==> src/rtl/flow_pkg.sv <==
// -----------------------------------------------------------------------------
// flow_pkg
// Shared definitions for the flow-ID responder:
//   TUPLE_WIDTH  - width of the arbiter's 4-tuple search key
//   ID_WIDTH     - width of the flow ID returned to the arbiter
//   NO_ID        - ID value meaning "no flow ID" (flow IDs are index+1)
//   flow_tuple_t - field view of the 4-tuple key
// -----------------------------------------------------------------------------
package flow_pkg;

  localparam int TUPLE_WIDTH = 96;
  localparam int ID_WIDTH    = 16;

  localparam logic [ID_WIDTH-1:0] NO_ID = 16'h0000;

  // Field layout of the search key as issued by the arbiter.
  typedef struct packed {
    logic [31:0] src_ip;    // [95:64]
    logic [31:0] dst_ip;    // [63:32]
    logic [15:0] src_port;  // [31:16]
    logic [15:0] dst_port;  // [15:0]
  } flow_tuple_t;

endpackage

==> src/rtl/flow_prio_enc.sv <==
// -----------------------------------------------------------------------------
// flow_prio_enc
// Lowest-set-bit priority encoder.
// Ports:
//   req_i   [WIDTH]  request vector
//   found_o          at least one bit of req_i is set
//   index_o [IDX_W]  index of the lowest set bit (0 when nothing is set)
// -----------------------------------------------------------------------------
module flow_prio_enc #(
  parameter int WIDTH = 16,
  parameter int IDX_W = (WIDTH > 1) ? $clog2(WIDTH) : 1
) (
  input  logic [WIDTH-1:0] req_i,
  output logic             found_o,
  output logic [IDX_W-1:0] index_o
);

  // Scan from the top down so the lowest set bit is the last one to win.
  always_comb begin
    found_o = |req_i;
    index_o = '0;
    for (int i = WIDTH - 1; i >= 0; i--) begin
      index_o = req_i[i] ? IDX_W'(i) : index_o;
    end
  end

endmodule

==> src/rtl/flow_id_responder.sv <==
// -----------------------------------------------------------------------------
// flow_id_responder
// Answers the arbiter's flow-ID search requests. A 4-tuple key is matched
// against a register-based flow table; on a hit the entry's ID is returned,
// on a miss the key is written into the lowest free entry and its new ID is
// returned. Flow ID = entry index + 1, 0 means "no ID".
//
// Two-stage pipeline, one request per cycle, no backpressure:
//   edge k   : request captured into S1
//   cycle    : S1 key compared against all valid entries (hit / free encoders)
//   edge k+1 : table insert and result registers update
//
// Ports:
//   clk                    system clock (rising edge)
//   reset                  asynchronous active-low reset
//   in_valid_tuple4search  one-cycle search strobe
//   in_tuple4search        search key, qualified by the strobe
//   in_clear               one-cycle strobe, invalidates the whole table
//   out_valid_id           one-cycle result strobe
//   out_id                 flow ID (index+1), 0 when no ID / not valid
//   out_hit                key was already present
//   out_new                key was inserted by this request
//   out_full               miss with no free entry
//   out_flow_count         registered count of valid entries
//
// Optional build macro FLOW_AGE_EN: per-entry idle counters expire entries
// that have not been hit or inserted for AGE_TIMEOUT cycles.
// -----------------------------------------------------------------------------
module flow_id_responder #(
  parameter int TABLE_DEPTH = 16,
  parameter int TUPLE_WIDTH = flow_pkg::TUPLE_WIDTH,
  parameter int ID_WIDTH    = flow_pkg::ID_WIDTH,
  parameter int AGE_TIMEOUT = 1000000
) (
  input  logic                               clk,
  input  logic                               reset,
  input  logic                               in_valid_tuple4search,
  input  logic [TUPLE_WIDTH-1:0]             in_tuple4search,
  input  logic                               in_clear,
  output logic                               out_valid_id,
  output logic [ID_WIDTH-1:0]                out_id,
  output logic                               out_hit,
  output logic                               out_new,
  output logic                               out_full,
  output logic [$clog2(TABLE_DEPTH+1)-1:0]   out_flow_count
);

  import flow_pkg::*;

  localparam int IDX_W = $clog2(TABLE_DEPTH);
  localparam int CNT_W = $clog2(TABLE_DEPTH + 1);

  localparam logic [ID_WIDTH-1:0] ID_NONE = ID_WIDTH'(NO_ID);
  localparam logic [ID_WIDTH-1:0] ID_ONE  = {{(ID_WIDTH-1){1'b0}}, 1'b1};

  // Population count of the valid vector.
  function automatic logic [CNT_W-1:0] popcount(input logic [TABLE_DEPTH-1:0] v);
    logic [CNT_W-1:0] n;
    n = '0;
    for (int i = 0; i < TABLE_DEPTH; i++) begin
      n = n + CNT_W'(v[i]);
    end
    return n;
  endfunction

  // Stage 1 request
  logic                   s1_valid_q;
  logic [TUPLE_WIDTH-1:0] s1_key_q;

  // Flow table
  logic [TUPLE_WIDTH-1:0] key_q [TABLE_DEPTH];
  logic [TABLE_DEPTH-1:0] valid_q, valid_d;
  logic [TABLE_DEPTH-1:0] match_s;
  logic [TABLE_DEPTH-1:0] expire_s;

  // Encoder results
  logic             hit_found_s, free_found_s;
  logic [IDX_W-1:0] hit_idx_s, free_idx_s;
  logic             insert_s;

  // Result registers
  logic                out_valid_q, out_hit_q, out_new_q, out_full_q;
  logic                hit_d, new_d, full_d;
  logic [ID_WIDTH-1:0] out_id_q, id_d;
  logic [CNT_W-1:0]    count_q;

  // Capture the incoming request into stage 1.
  always_ff @(posedge clk or negedge reset) begin
    if (!reset) begin
      s1_valid_q <= 1'b0;
      s1_key_q   <= '0;
    end else begin
      s1_valid_q <= in_valid_tuple4search;
      s1_key_q   <= in_tuple4search;
    end
  end

  // Parallel compare of the stage-1 key against every valid entry.
  always_comb begin
    match_s = '0;
    for (int i = 0; i < TABLE_DEPTH; i++) begin
      match_s[i] = valid_q[i] && (key_q[i] == s1_key_q);
    end
  end

  flow_prio_enc #(.WIDTH(TABLE_DEPTH), .IDX_W(IDX_W)) u_hit_enc (
    .req_i   (match_s),
    .found_o (hit_found_s),
    .index_o (hit_idx_s)
  );

  flow_prio_enc #(.WIDTH(TABLE_DEPTH), .IDX_W(IDX_W)) u_free_enc (
    .req_i   (~valid_q),
    .found_o (free_found_s),
    .index_o (free_idx_s)
  );

  // A clear on this edge wins over any insert.
  assign insert_s = s1_valid_q && !in_clear && !hit_found_s && free_found_s;

`ifdef FLOW_AGE_EN
  localparam int AGE_W = $clog2(AGE_TIMEOUT + 1);
  localparam logic [AGE_W-1:0] AGE_MAX = AGE_W'(AGE_TIMEOUT);
  localparam logic [AGE_W-1:0] AGE_ONE = {{(AGE_W-1){1'b0}}, 1'b1};

  logic [AGE_W-1:0]       age_q [TABLE_DEPTH];
  logic [AGE_W-1:0]       age_d [TABLE_DEPTH];
  logic [TABLE_DEPTH-1:0] touch_s;

  // Entries touched by this cycle's hit or insert; a touch also vetoes expiry.
  always_comb begin
    touch_s  = '0;
    expire_s = '0;
    for (int i = 0; i < TABLE_DEPTH; i++) begin
      touch_s[i]  = (s1_valid_q && hit_found_s && (hit_idx_s == IDX_W'(i))) ||
                    (insert_s && (free_idx_s == IDX_W'(i)));
      expire_s[i] = valid_q[i] && (age_q[i] == AGE_MAX) && !touch_s[i];
    end
  end

  // Idle counters: clear on touch, count while valid, hold at the timeout.
  always_comb begin
    for (int i = 0; i < TABLE_DEPTH; i++) begin
      if (touch_s[i]) begin
        age_d[i] = '0;
      end else if (!valid_q[i]) begin
        age_d[i] = '0;
      end else if (age_q[i] != AGE_MAX) begin
        age_d[i] = age_q[i] + AGE_ONE;
      end else begin
        age_d[i] = age_q[i];
      end
    end
  end

  // Idle counter registers.
  always_ff @(posedge clk or negedge reset) begin
    if (!reset) begin
      for (int i = 0; i < TABLE_DEPTH; i++) begin
        age_q[i] <= '0;
      end
    end else begin
      age_q <= age_d;
    end
  end
`else
  assign expire_s = '0;
`endif

  // Next valid vector: clear beats insert; expiry only drops entries.
  always_comb begin
    valid_d = valid_q & ~expire_s;
    if (in_clear) begin
      valid_d = '0;
    end else if (insert_s) begin
      valid_d[free_idx_s] = 1'b1;
    end else begin
      valid_d = valid_q & ~expire_s;
    end
  end

  // Result of the request currently in stage 1.
  always_comb begin
    id_d   = ID_NONE;
    hit_d  = 1'b0;
    new_d  = 1'b0;
    full_d = 1'b0;
    if (!s1_valid_q || in_clear) begin
      id_d = ID_NONE;
    end else if (hit_found_s) begin
      id_d  = ID_WIDTH'(hit_idx_s) + ID_ONE;
      hit_d = 1'b1;
    end else if (free_found_s) begin
      id_d  = ID_WIDTH'(free_idx_s) + ID_ONE;
      new_d = 1'b1;
    end else begin
      full_d = 1'b1;
    end
  end

  // Valid bits and the lagging flow count.
  always_ff @(posedge clk or negedge reset) begin
    if (!reset) begin
      valid_q <= '0;
      count_q <= '0;
    end else begin
      valid_q <= valid_d;
      count_q <= popcount(valid_q);
    end
  end

  // Key storage carries no reset; entries are qualified by valid_q.
  always_ff @(posedge clk) begin
    if (insert_s) begin
      key_q[free_idx_s] <= s1_key_q;
    end
  end

  // Registered result interface.
  always_ff @(posedge clk or negedge reset) begin
    if (!reset) begin
      out_valid_q <= 1'b0;
      out_id_q    <= ID_NONE;
      out_hit_q   <= 1'b0;
      out_new_q   <= 1'b0;
      out_full_q  <= 1'b0;
    end else begin
      out_valid_q <= s1_valid_q;
      out_id_q    <= id_d;
      out_hit_q   <= hit_d;
      out_new_q   <= new_d;
      out_full_q  <= full_d;
    end
  end

  assign out_valid_id   = out_valid_q;
  assign out_id         = out_id_q;
  assign out_hit        = out_hit_q;
  assign out_new        = out_new_q;
  assign out_full       = out_full_q;
  assign out_flow_count = count_q;

endmodule

==> config.mk <==
export PLATFORM = sky130hd
export DESIGN_NAME = flow_id_responder
export DESIGN_NICKNAME = d
export VERILOG_FILES = /design/src/rtl/flow_pkg.sv /design/src/rtl/flow_prio_enc.sv /design/src/rtl/flow_id_responder.sv
export SDC_FILE = /design/constraint.sdc
export NUM_CORES = 2
export LEC_CHECK = 0
export CAP_MARGIN = 20
export CORE_MARGIN = 4
export CORE_UTILIZATION = 40
export DETAILED_ROUTE_END_ITERATION = 12
export PLACE_DENSITY_LB_ADDON = 0.15
export SKIP_CTS_REPAIR_TIMING = 1
export SYNTH_ARGS = -nofsm -noshare
export SYNTH_HDL_FRONTEND = slang
export SYNTH_SLANG_ARGS = --single-unit
==> constraint.sdc <==
create_clock -name clk -period 8 [get_ports clk]
set_clock_uncertainty 0.15 [all_clocks]
set_input_delay 1.6 -clock clk [delete_from_list [all_inputs] [get_ports clk]]
set_output_delay 1.6 -clock clk [all_outputs]
set_load 0.01 [all_outputs]
# ---- Word level (Yosys, flattened, before mapping)
# Memories as Yosys holds them, arrays and structs flattened.
# Cells that the tools add are included.
# W data, S select, Z words.
dict set report word_totals {
  register_bits 138
  ram_bits 1536
  inputBits 100
  out_inout_bits 25
  elab_cells 123
  memories 1
}
dict set report classes {
  n_addsub 17
  order_cmp 2
  eq_ne 16
  muxes 49
  bitwise 2
  reduce_logical 27
}
# name depth word_bits rd rd_clocked_by_memory_dff wr line_no
set mem_list {}
lappend mem_list {key_q 16 96 16 0 1 flow_id_responder.sv:71} ;# logic [TUPLE_WIDTH-1:0] key_q [TABLE_DEPTH];
# operator count
set op_table {}
lappend op_table {{$eq A96 B96 Y1} 16}
lappend op_table {{$mux W4} 32}
lappend op_table {{$add A5 B1 Y5} 11}
lappend op_table {{$mux W16} 3}
lappend op_table {{$reduce_or A16 Y1} 2}
lappend op_table {{$logic_and A1 B1 Y1} 20}
lappend op_table {{$not A16 Y16} 1}
lappend op_table {{$or A16 B16 Y16} 1}
lappend op_table {{$mux W1} 11}
lappend op_table {{$add A4 B1 Y5 const B} 2}
lappend op_table {{$mux W5} 2}
lappend op_table {{$add A4 B1 Y5} 1}
lappend op_table {{$lt A4 B5 Y1 const B} 1}
lappend op_table {{$add A3 B1 Y4} 1}
lappend op_table {{$demux W1 S4} 1}
lappend op_table {{$ge A4 B1 Y1 const B} 1}
lappend op_table {{$add A2 B1 Y3} 1}
lappend op_table {{$logic_not A1 Y1} 3}
lappend op_table {{$add A1 B1 Y2} 1}
lappend op_table {{$reduce_bool A2 Y1} 1}
lappend op_table {{$logic_or A1 B1 Y1} 1}

# ---- Depth between registers and ports, before layout
dict set report logic_depth {
  ltp_word 24
  ltp_mapped 15
}

# ---- Hierarchy
# Synthesis repeated with hierarchy kept, for this count alone.
dict set report hier_totals {
  hier_cells 4465
  hier_area_um2 69432.8
}
# mod n_inst cells_each area_per_inst_um2 seq_area_each_um2
set modules_own_cells {}
lappend modules_own_cells {flow_id_responder 1 4397 69080.0 49302.3}
lappend modules_own_cells {flow_prio_enc 2 34 176.4 0.0}

# ---- Worst setup path after synthesis
# No wires, ideal clock.
dict set report synth_path {
  kind {reg2reg}
  startpoint {register s1_key_q[6]}
  endpoint {memory key_q[11][0], enable pin}
  setup_time_ns 0.552
  t_arrival_ns 6.711
  required_ns 7.298
  slack_ns 0.587
  path_stages_with_launch 15
  n_path_buf 3
  path_cell_list {dfrtp_1 > buf_2 > buf_2 > inv_1 > o2bb2ai_1 > nor4_1 > nand4_1 > nor4_1 > or2_2 > or3_2 > nor2_2 > and3_4 > buf_6 > nand2_4 > nor2_1}
}
dict set report synth_between {
  elab_chain_cells 8
  word_cells_on_any_way 38
}
# item line_no
set synth_rtl {}
lappend synth_rtl {{start: declaration} flow_id_responder.sv:68} ;# logic [TUPLE_WIDTH-1:0] s1_key_q;
lappend synth_rtl {{start signal: assignment} flow_id_responder.sv:94} ;# s1_key_q <= in_tuple4search;
lappend synth_rtl {{$eq A96 B96 Y1} flow_id_responder.sv:102} ;# match_s[i] = valid_q[i] && (key_q[i] == s1_key_q);
lappend synth_rtl {{$logic_and A1 B1 Y1} flow_id_responder.sv:102}
lappend synth_rtl {{$reduce_or A16 Y1 *} flow_prio_enc.sv:20} ;# found_o = |req_i;
lappend synth_rtl {{$logic_not A1 Y1 *} flow_id_responder.sv:119} ;# assign insert_s = s1_valid_q && !in_clear && !hit_found_s && free_found_s;
lappend synth_rtl {{$logic_and A1 B1 Y1 * (2 in a row)} flow_id_responder.sv:119}
lappend synth_rtl {{$mux W1 *} flow_id_responder.sv:214} ;# if (insert_s) begin
lappend synth_rtl {{$mux W1 (not written as such) *} flow_id_responder.sv:215} ;# key_q[free_idx_s] <= s1_key_q;
lappend synth_rtl {{end: declaration} flow_id_responder.sv:71}
# Mark *: on every way between the ends. The rest lies on a longest branch, timed or not.

# ---- Worst setup path after layout
dict set report layout_path {
  startpoint {register s1_key_q[40]}
  endpoint {memory key_q[7][29], enable pin}
}
# The elaborated chain is that of the path after synthesis.

==> flow_metrics.tcl <==
set metrics [dict create \
    synth-async-reset-ratio 0.0764 \
    hp-class "reg -> reg" \
    final_core_utilization 0.471 \
    clk_latency_ns 0.85 \
    status "completed" \
    fp.dieH_um 425 \
    startpoint_type "register" \
    finalMaxSlewViolations 0 \
    place.gp.congestion 1.01 \
    path_clk_slew_ns 0.06 \
    synth.cell_area_um2 69500 \
    via_per_inst 6.34 \
    drc 0 \
    relSlewSlack 0.192 \
    grt_pass1_vias 43000 \
    antenna_found_initial 54 \
    max-cap-violations 0 \
    synthDominantCellAreaShare 0.663 \
    cts_buffers 182 \
    tritoncts "done" \
    power_frac_seq 0.497 \
    switching_share 0.246 \
    syn_area_per_cell_um2 15.6 \
    yosysUniqueCellTypes 74 \
    ys_top_cells_by_area "edfxtp_1 66%, xnor2_1 7.6%, dfrtp_1 4.6%" \
    p_comb_frac 0.068 \
    initial_core_util 0.404 \
    clock_sinks 1663 \
    synth_cells 4461 \
    grt_max_degree 97 \
    setup-tns-final_ns 0 \
    clk_path_buf_depth 3 \
    ioPinCount 125 \
    cp_top_family "simple AND/OR/NAND/NOR gates" \
    worstPathMaxFanout 33 \
    worst_path_largest_cell_delay_ns 1.08 \
    grt_overflow_total 0 \
    routed_wl_mm 319 \
    area_delta_synth_final_pct 16.6 \
    pwr-share-clk 0.435 \
    yosys-top-cells-count "1,536 x edfxtp_1, 604 x xnor2_1, 324 x nand2b_1" \
    drive_gt1_frac 0.138 \
    path_common_cell "buf_4" \
    power.density_nw_per_um2 242 \
    clock.fmax_mhz 153 \
    required_ns 8.31 \
    synth_warnings 0 \
    grt_util_all_layers 0.347 \
    power.leakage_nw 25.9 \
    portBuffers 113 \
    timing.hold.ws_ns 0.247 \
    yosysMostFrequentCell "edfxtp_1" \
    htreeDepth 4 \
    ys_ff_latch 1663 \
    crit_path_top_delay_cell "clkinv_1" \
    yosys.area.top_type "edfxtp_1" \
    crit_type "reg -> reg" \
    fillers 15100 \
    crit_chain "clkinv_1 > o22ai_1 > nor4_1 > nand4_1 > nor4_2 > buf_4 > or2_2 > or3_2 > nor2_2 > and3_4 > nand2_4 > nor2_4 > buf_4" \
    ir_drop_v 0.000240 \
    firstDrtPassIters 6 \
    switching_power_w 0.00483 \
    synth-seq-area-share 0.709 \
    finalCritPeriodShare 0.819 \
    antenna_left 0 \
    setup_viol 0 \
    die_x_um 425 \
    drtIter0Drc 8299 \
    synth_ff_type "edfxtp_1" \
    wl_per_cell_um 43.6 \
    fp-row-count 152 \
    internal_power_w 0.0148 \
    synth_enable_flop_cells 1536 \
    final_nets 4953 \
    num_vias 46400 \
    setup.worst_path.end_class "register" \
    rsz0062_at_grt "no" \
    clock-root-buffer "clkbuf_16" \
    hold_violations 0 \
    rrSetupSlack_ns 1.45 \
    post-route-min-period_ns 6.55 \
    die_area_um2 181000 \
    core_area_um2 172000 \
    worst-path-buf-inv 3 \
    grt_first_pass_wirelength_mm 415 \
    dp_hpwl_mm 216 \
    worstMarginPinSlew_ns 1.20 \
    critPathArrivalTime_ns 6.87 \
]
-- through the flow --
stage               total power (W)  area (µm²)  instances  setup slack (ns)
floorplan                    0.0104       69600       4471             0.587
global placement             0.0112       75000       6949              1.75
detailed placement           0.0112       75000       6958              1.73
CTS                          0.0197       81000       7297              1.71
global route                 0.0201       81000       7297              1.48
finish                       0.0196       81100       7324              1.45
-- worst paths after layout --
kind                               from            to  cells after the start
setup reg to reg           s1_key_q[40]  key_q[7][29]                     13
setup / recovery           s1_key_q[40]  key_q[7][29]                     13
hold / removal               s1_valid_q  out_valid_id                      0
max in group asynchronous         reset  s1_key_q[14]                      2
min in group asynchronous         reset  s1_key_q[72]                      1
hold reg to reg              s1_valid_q  out_valid_id                      0
-- cell usage in the layout (no fill, tap or decap), types with 112 or more instances in the layout --
master,synthesis,routed
buf_4,30,246
clkbuf_16,0,183
clkdlybuf4s50_1,0,112
edfxtp_1,1536,1536
inv_1,147,146
nand2b_1,324,324
nand4_1,195,195
nor4_1,192,179
o2111ai_1,112,112
o22ai_1,138,138
o2bb2ai_1,126,126
xnor2_1,604,604
xor2_1,274,274
-- power by group through the flow --
stage               sequential (W)  combinational, W  clock [W]
finish                     0.00975           0.00134    0.00853
global route               0.00975           0.00133    0.00900
global placement           0.00993           0.00130          0
detailed placement         0.00993           0.00129          0
floorplan                  0.00983          0.000533          0
CTS                        0.00975           0.00130    0.00861
-- worst reg2reg max path, delay by kind of cell, from the launching register on --
kind,cells,cell delay [ns]
compound gates,1,0.47
simple gates,9,2.76
buf+inv,3,1.88
flops,1,0.90
-- layout make-up --
class | instances | area, µm² | share of cell area
diodes | 27 | 67.6 | 0.000833
clock buffers | 246 | 4990 | 0.0615
clock inverters | 93 | 975 | 0.0120
inverters | 177 | 664 | 0.00820
multi-input cells | 2429 | 18800 | 0.231
flip-flops and latches | 1663 | 49400 | 0.609
well taps | 2310 | 2890 | 0.0357
repair buffers | 379 | 3320 | 0.0409
-- cell families (layout without fill, tap and decap cells) --
family	Yosys count	count (layout)	synth area share
compound gates	595	595	0.0694
xor+xnor	878	878	0.111
fa+ha+maj	21	21	0.00486
buf+inv	379	895	0.0248
flops	1663	1663	0.709
other cells	1	38	0.0000539
simple gates	924	924	0.0813
-- sequential cells by signal (all words and copies together), names as in the netlist --
register	cells
key_q	1536
s1_key_q	96
valid_q	16
out_flow_count	5
out_id	5
out_full	1
out_hit	1
out_new	1
out_valid_id	1
s1_valid_q	1
-- metal layers --
| layer | part of all wire | routed length (µm) | vias to the layer above | global-route usage |
|---|---|---|---|---|
| met4 | 0.062 | 19900 | 24 | 0.182 |
| met5 | 0.00082 | 262 | - | 0.00484 |
| met2 | 0.43 | 138000 | 3633 | 0.513 |
| li1 | - | - | 17800 | - |
| met1 | 0.39 | 124000 | 24100 | 0.470 |
| met3 | 0.12 | 36800 | 843 | 0.0926 |
No activity file was read; power rests on OpenSTA's default activity.
